==> src/rtl/dut_or_pkg.sv <==
// Shared constants for the bit-wide OR peripheral.
// Address map and FIFO depths used by the top and its testbench.
package dut_or_pkg;

    localparam logic [2:0] ADDR_A_STATUS = 3'd0;
    localparam logic [2:0] ADDR_B_STATUS = 3'd1;
    localparam logic [2:0] ADDR_Y_STATUS = 3'd2;
    localparam logic [2:0] ADDR_Y_DATA   = 3'd3;
    localparam logic [2:0] ADDR_A_DATA   = 3'd4;
    localparam logic [2:0] ADDR_B_DATA   = 3'd5;

    localparam int A_DEPTH = 2;
    localparam int B_DEPTH = 2;
    localparam int Y_DEPTH = 1;

endpackage

==> src/rtl/dut_or_fifo_unit_fifo.sv <==
// Single-bit circular FIFO with occupancy-based full/empty.
// Pushes to a full FIFO and pops from an empty one are ignored.
module bit_fifo #(
    parameter int DEPTH = 2
) (
    input  logic clk,
    input  logic rst_n,
    input  logic enq,
    input  logic deq,
    input  logic din,
    output logic dout,
    output logic full,
    output logic empty
);

    localparam int PW = (DEPTH > 1) ? $clog2(DEPTH) : 1;
    localparam int CW = $clog2(DEPTH + 1);

    logic [DEPTH-1:0] mem;
    logic [PW-1:0]    wr_ptr;
    logic [PW-1:0]    rd_ptr;
    logic [CW-1:0]    count;
    logic             push;
    logic             pop;

    function automatic logic [PW-1:0] next_ptr(input logic [PW-1:0] p);
        return (p == PW'(DEPTH - 1)) ? '0 : p + 1'b1;
    endfunction

    // Full/empty use the pre-edge count, so a same-cycle pop never frees room
    assign push  = enq && !full;
    assign pop   = deq && !empty;
    assign full  = (count == CW'(DEPTH));
    assign empty = (count == '0);
    assign dout  = mem[rd_ptr];

    always_ff @(posedge clk or negedge rst_n) begin
        if (!rst_n) begin
            mem    <= '0;
            wr_ptr <= '0;
            rd_ptr <= '0;
            count  <= '0;
        end else begin
            if (push) begin
                mem[wr_ptr] <= din;
                wr_ptr      <= next_ptr(wr_ptr);
            end
            if (pop) begin
                rd_ptr <= next_ptr(rd_ptr);
            end
            count <= count + CW'(push) - CW'(pop);
        end
    end

endmodule

==> src/rtl/dut_or_fifo_unit.sv <==
// Memory-mapped OR unit: operands pushed into A/B, results popped from Y.
// Top holds address decode, compute enable and the read multiplexer.
module dut_or_fifo_unit
    import dut_or_pkg::*;
(
    input  logic       CLK,
    input  logic       RST_N,
    input  logic [2:0] write_address,
    input  logic       write_data,
    input  logic       write_en,
    output logic       write_rdy,
    input  logic [2:0] read_address,
    input  logic       read_en,
    output logic       read_data,
    output logic       read_rdy
);

    logic a_enq, b_enq, y_deq, fire;
    logic a_dout, b_dout, y_dout;
    logic a_full, b_full, y_full;
    logic a_empty, b_empty, y_empty;

    assign write_rdy = 1'b1;
    assign read_rdy  = 1'b1;

    assign a_enq = write_en && (write_address == ADDR_A_DATA);
    assign b_enq = write_en && (write_address == ADDR_B_DATA);
    assign y_deq = read_en && (read_address == ADDR_Y_DATA);

    // Y has no bypass, so a result can only land when Y is already empty
    assign fire = !a_empty && !b_empty && y_empty;

    bit_fifo #(.DEPTH(A_DEPTH)) u_fifo_a (
        .clk   (CLK),
        .rst_n (RST_N),
        .enq   (a_enq),
        .deq   (fire),
        .din   (write_data),
        .dout  (a_dout),
        .full  (a_full),
        .empty (a_empty)
    );

    bit_fifo #(.DEPTH(B_DEPTH)) u_fifo_b (
        .clk   (CLK),
        .rst_n (RST_N),
        .enq   (b_enq),
        .deq   (fire),
        .din   (write_data),
        .dout  (b_dout),
        .full  (b_full),
        .empty (b_empty)
    );

    bit_fifo #(.DEPTH(Y_DEPTH)) u_fifo_y (
        .clk   (CLK),
        .rst_n (RST_N),
        .enq   (fire),
        .deq   (y_deq),
        .din   (a_dout | b_dout),
        .dout  (y_dout),
        .full  (y_full),
        .empty (y_empty)
    );

    always_comb begin
        read_data = 1'b0;
        unique case (1'b1)
            (read_address == ADDR_A_STATUS): read_data = !a_full;
            (read_address == ADDR_B_STATUS): read_data = !b_full;
            (read_address == ADDR_Y_STATUS): read_data = !y_empty;
            (read_address == ADDR_Y_DATA):   read_data = !y_empty && y_dout;
            default:                         read_data = 1'b0;
        endcase
    end

endmodule

==> config.mk <==
export PLATFORM = sky130hd
export DESIGN_NAME = dut_or_fifo_unit
export DESIGN_NICKNAME = d
export VERILOG_FILES = /design/src/rtl/dut_or_pkg.sv /design/src/rtl/dut_or_fifo_unit_fifo.sv /design/src/rtl/dut_or_fifo_unit.sv
export SDC_FILE = /design/constraint.sdc
export NUM_CORES = 1
export LEC_CHECK = 0
export ABC_AREA = 0
export ABC_CLOCK_PERIOD_IN_PS = 1900
export CAP_MARGIN = 20
export CORE_MARGIN = 3
export CORE_UTILIZATION = 30
export CTS_CLUSTER_SIZE = 14
export DETAILED_ROUTE_END_ITERATION = 7
export PLACE_DENSITY_LB_ADDON = 0.12
export SYNTH_ARGS = -nofsm -noshare
export SYNTH_HDL_FRONTEND = slang
export SYNTH_SLANG_ARGS = --single-unit
export TNS_END_PERCENT = 100
==> constraint.sdc <==
create_clock -name CLK -period 1.9 [get_ports CLK]
set_input_delay 0.475 -clock CLK [delete_from_list [all_inputs] [get_ports CLK]]
set_output_delay 0.475 -clock CLK [all_outputs]
set_load 0.005 [all_outputs]
# [Yosys cells after proc, flatten, opt, wreduce, memory -nomap -nowiden]
# Index checks and enable logic that the tools add are counted.
[classes] n_addsub=12 n_lt_le_gt_ge=9 eq_ne=7 mux=20 bitwise_logic=2 reduce_logical=23
[op_table] cell="1-bit logical AND" n=15
[op_table] cell="1-bit two-way mux" n=14
[op_table] cell="1-bit by 2-bit < comparator with 1-bit output (second input constant)" n=4
[op_table] cell="1-bit adder (second input constant)" n=6
[op_table] cell="3-bit by 2-bit == test with 1-bit output (second input constant)" n=2
[op_table] cell="3-bit == test (second input constant)" n=2
[op_table] cell="1-bit zero test" n=5
[op_table] cell="2-bit by 1-bit adder with 2-bit output" n=2
[op_table] cell="2-bit bitwise mux" n=2
[op_table] cell="2-bit == test (second input constant)" n=2
[op_table] cell="2-bit zero test" n=2
[op_table] cell="1-bit one-hot mux with 4 select lines" n=1
[op_table] cell="2-bit by 1-bit subtractor with 2-bit output" n=2
[op_table] cell="3-bit by 1-bit == test with 1-bit output (second input constant)" n=1
[op_table] cell="1-bit greater-or-equal comparator (second input constant)" n=3
[op_table] cell="3-bit zero test" n=1
[op_table] cell="1-bit demux with 1-bit select" n=2
[op_table] cell="1-bit < comparator (second input constant)" n=2
[op_table] cell="1-bit adder" n=1
[op_table] cell="1-bit bitwise mux" n=1
[op_table] cell="1-bit NOT" n=1
[op_table] cell="1-bit OR" n=1
[op_table] cell="1-bit subtractor" n=1
[word_totals] regBits=16 inputBits=11 out_inout_bits=3 wordCells=85

# [Logic depth before layout (Yosys ltp)]
[depth] ltp_word=7 depth_mapped=7 mapped_depth_nobuf=7

# [Hierarchy]
# A second synthesis with hierarchy kept.
[unflattened] hier_cells=65 hier_area_um2=758.2
[by_module_without_submodules] module="bit_fifo (u_fifo_a ...)" instances=2 cells_per_inst=23 area_per_inst_um2=289.0 seq_area_each_um2=150.1
[by_module_without_submodules] module="dut_or_fifo_unit" instances=1 cells_per_inst=13 area_per_inst_um2=95.1 seq_area_each_um2=0.0
[by_module_without_submodules] module="bit_fifo (u_fifo_y)" instances=1 cells_per_inst=6 area_per_inst_um2=85.1 seq_area_each_um2=50.0

# [Worst setup path after synthesis]
# Ideal clock, no wire load.
[synth_path] path_type="register to register" from="reg u_fifo_b.count[1]" to="reg u_fifo_a.count[1]" setup_time_ns=0.124 arrival_ns=1.423 required_time_ns=1.776 setup_slack_ns=0.354 stages_incl_launch_ff=8 path_buffers=0 period_less_slack_ns=1.546 cell_sequence="dfrtp_1 o22ai_2 nor2_1 ha_1 inv_1 ha_1 xnor2_1 xnor2_1"
[synth_via] elab_chain_cells=6
[synth_lines] element="start, declared" line="dut_or_fifo_unit_fifo.sv:22" text="logic [CW-1:0] count;"
[synth_lines] element="start signal, assigned" line="dut_or_fifo_unit_fifo.sv:51" text="count <= count + CW'(push) - CW'(pop);"
[synth_lines] element="2-bit zero test" line="dut_or_fifo_unit_fifo.sv:34" text="assign empty = (count == '0);"
[synth_lines] element="1-bit zero test" line="dut_or_fifo_unit.sv:31" text="assign fire = !a_empty && !b_empty && y_empty;"
[synth_lines] element="1-bit logical AND (2 in series)" line="dut_or_fifo_unit.sv:31"
[synth_lines] element="1-bit logical AND" line="dut_or_fifo_unit_fifo.sv:32" text="assign pop = deq && !empty;"
[synth_lines] element="named net u_fifo_a.pop" line="dut_or_fifo_unit_fifo.sv:24" text="logic pop;"
[synth_lines] element="2-bit by 1-bit subtractor with 2-bit output" line="dut_or_fifo_unit_fifo.sv:51"
[synth_lines] element="end signal, assigned" line="dut_or_fifo_unit_fifo.sv:51"
[synth_lines] element="end, declared" line="dut_or_fifo_unit_fifo.sv:22"
# The timed path passes the listed nets, and every way through them passes these cells.
# A chain may end at the register's enable or synchronous reset.

# [Worst setup path in the final report]
[layout_path] from="in read_address[0]" to="out read_data"
[layout_via] elab_chain_cells=2 word_cells_on_any_way=5 cone_classes="eq/ne: 3; mux: 1; reduce/logical: 1"
[layout_lines] element="start, declared" line="dut_or_fifo_unit.sv:12" text="input logic [2:0] read_address,"
[layout_lines] element="3-bit by 2-bit == test with 1-bit output (tied with other cells)" line="dut_or_fifo_unit.sv:72" text="(read_address == ADDR_Y_DATA): read_data = !y_empty && y_dout;"
[layout_lines] element="1-bit one-hot mux with 4 select lines *" line="dut_or_fifo_unit.sv:68" text="unique case (1'b1)"
[layout_lines] element="end, declared" line="dut_or_fifo_unit.sv:14" text="output logic read_data,"
# Every way passes the cells marked *; elsewhere a longest branch is shown, timed or not.

==> results by group <==
Outcome
  – Status: complete, no violations

CTS
  – CTS tree: yes
  – CTS clk-pin slew, worst paths: 80 ps
  – Clk root buf: clkbuf_4
  – Clock buffer depth: 2
  – Post-CTS Setup Inserts: 0
  – Num CTS Buffers: 3
  – Worst skew pair latency: 270 ps
  – CTS Sinks: 14
  – H-tree lvl count: 1
  – Cts hold-fix bufs: 0

Route
  – Final antenna-violating net count: 0
  – DR WL/cell: 11.3 um
  – DRC: 0
  – Total Wirelength: 1.28 mm
  – Iter 0 DRT Violations: 7
  – Detailed Routing Iterations Pass 1: 2
  – Via count: 520
  – Vias per inst: 4.60

STA
  – Final hold violations: 0
  – RSZ-0062 raised after global routing: no
  – Final period util: 95.6%
  – Fin. max-slew vios: 0
  – Max Fclk: 551 MHz
  – # setup viols final: 0
  – Fin crit period: 1820 ps
  – Worst Skew: 4.76 ps

Layout
  – Final core utilization: 43.8%
  – Synth-to-Final Area Change: 31.2%
  – Fill cells: 234
  – Fraction of layout instances using a drive strength above 1: 30.6%
  – Design area: 1010 sq um
  – Reg area: 350 sq um
  – Diode count: 0
  – Nets: 101
  – Multi-input gate area: 400 sq um

Hold path
  – Hold Crit Class: reg2reg
  – Cells on Worst Hold Path: 1

Power
  – P per Cell Area: 1290 nW/um^2
  – Leakage: 0.481 nW
  – Max VDD drop: 560 uV

Floorplan
  – CORE AREA: 2320 sq um
  – Io pins: 14
  – Cell Rows: 17
  – Die area: 3220 sq um
  – Starting Density: 33.4%
  – Die X: 56.8 um
  – Die Y: 56.8 um

Logic synthesis
  – Asr flop ratio synth: 100%
  – #FFs+latches synth: 14
  – Number of enable flip-flop cells after synthesis: 0
  – Sequential share of the synthesized area: 45.3%
  – Avg Cell Area, Syn: 12.7 sq um
  – Synth Cell Area: 773 sq um
  – Main synth FF type: dfrtp_1
  – Cells after Synth: 61
  – Cell variety after synth: 29
  – Yosys warnings: 0

Setup path
  – Setup crit start kind: primary input
  – CP Capture Type: primary output
  – Cells on worst reg2reg path: 8
  – Max FO, Critical Path: 3
  – Type of the worst setup path: in2out
  – Worst path arrival time: 1340 ps
  – CP required: 1420 ps

Placed design
  – Final Wtd Congestion: 0.766
  – Count of buffers from port buffering: 11
  – Dpl cell area: 982 sq um
  – Detailed placement HPWL: 1.04 mm

Global routing
  – Vias in the first global route: 543
  – GRT overflow: 0
  – Largest net degree at the start of global routing: 15
  – Antenna violations before repair: 0
  – GRT Total Usage: 9.05%
  – First-pass GRT wire length: 2.26 mm

Job
  – Max-cap violations: 0
## flip-flops by register name, summed over array words and instances, names as in the netlist
register,flops
u_fifo_y.mem,1
u_fifo_y.full,1
u_fifo_a.wr_ptr,1
u_fifo_b.mem,2
u_fifo_a.rd_ptr,1
u_fifo_b.rd_ptr,1
u_fifo_b.count,2
u_fifo_b.wr_ptr,1
u_fifo_a.count,2
u_fifo_a.mem,2
## placed cells by master (no fill, tap or decap)
cell type        count
clkbuf_4             3
nand3b_4             1
mux2_1               2
buf_4               10
nor2b_4              1
a311o_1              1
mux2_2               3
o22ai_2              1
nand2_1              1
dlygate4sd2_1        2
a21oi_2              1
and3b_2              1
xor2_1               4
nand4_1              1
nor4b_4              1
nor3_2               1
nand4b_1             2
clkbuf_8             1
nor2_4               1
buf_2                1
ha_1                 4
conb_1               2
nand3_1              1
inv_1                4
and3_1               1
xnor2_1              4
nor2_1               1
dfrtp_1             14
clkdlybuf4s50_1      8
a21o_1               1
nor3b_1              1
nor4_1               1
mux2i_1              2
nand2b_1             2
## area by class of cell
type	instances	area share [%]
Sequential cell	14	34.5
Inverter	4	1.48
Multi-Input combinational cell	42	39.5
Clock buffer	4	3.58
Timing Repair Buffer	21	17.5
Tap cell	28	3.45
## path summary, 6_finish.rpt
path                                         from                end  slack, ps
max in group asynchronous                   RST_N    u_fifo_a.mem[0]       1220
worst max register to register  u_fifo_b.count[1]  u_fifo_a.count[1]        190
worst min register to register    u_fifo_b.wr_ptr    u_fifo_b.wr_ptr        490
worst min-delay path              u_fifo_b.wr_ptr    u_fifo_b.wr_ptr        490
worst max-delay path              read_address[0]          read_data         80
min in group asynchronous                   RST_N      u_fifo_y.full        510
## through the flow
step                      setup WS, ps  instances  TNS (ps)  hold WS [ps]  power (mW)
after floorplan                    354         62         0           179       0.940
after CTS                         74.7        113         0           494        1.34
after global routing              32.1        113         0           514        1.44
after detailed placement          -516        109      -613           473        1.12
final                             84.4        113         0           489        1.31
after global placement            -497        109      -581           471        1.11
## what timing repair did
| action | in CTS | in global routing |
|---|---|---|
| pin swaps | 1 | 0 |
| endpoints found under the setup margin | 1 | 1 |
| cloned | 0 | 0 |
| resized for setup | 6 | 1 |
## critical path, cell delays in order
cell and delay, ps:
dlygate4sd2_1 260, a311o_1 360, a21oi_2 130, buf_2 120
## metal layers
metal,up-vias,GRT usage [%],share of wire (%)
li1,257,-,-
met1,249,10.5,44
met2,12,14.5,48
met3,2,2.99,7.7
met4,0,4.97,0.78
met5,-,0,0
## kinds of logic after synthesis
kind of cell | after synthesis | share of synthesized area, %
adder cells (fa/ha/maj) | 4 | 6.47
AND/OR/NAND/NOR | 17 | 20.4
other | 1 | 0.485
AO/OA/AOI/OAI | 4 | 4.53
flip-flops | 14 | 45.3
XOR/XNOR | 8 | 9.06
multiplexers | 7 | 9.87
buffers and inverters | 6 | 3.88
## synthesized netlist by cell type, types with 2 or more instances
cell,count,area (sq um)
mux2_1,2,22.5
buf_4,2,15.0
mux2i_1,2,20.0
dfrtp_1,14,350
nand4b_1,2,17.5
xor2_1,4,35.0
inv_1,4,15.0
xnor2_1,4,35.0
mux2_2,3,33.8
ha_1,4,50.1
nand2b_1,2,12.5
## power breakdown
part,switching [mW],internal [mW]
combinational,0.232,0.310
sequential,0.108,0.453
clock,0.0940,0.116
total,0.434,0.879
No activity file was read; power rests on OpenSTA's default activity.
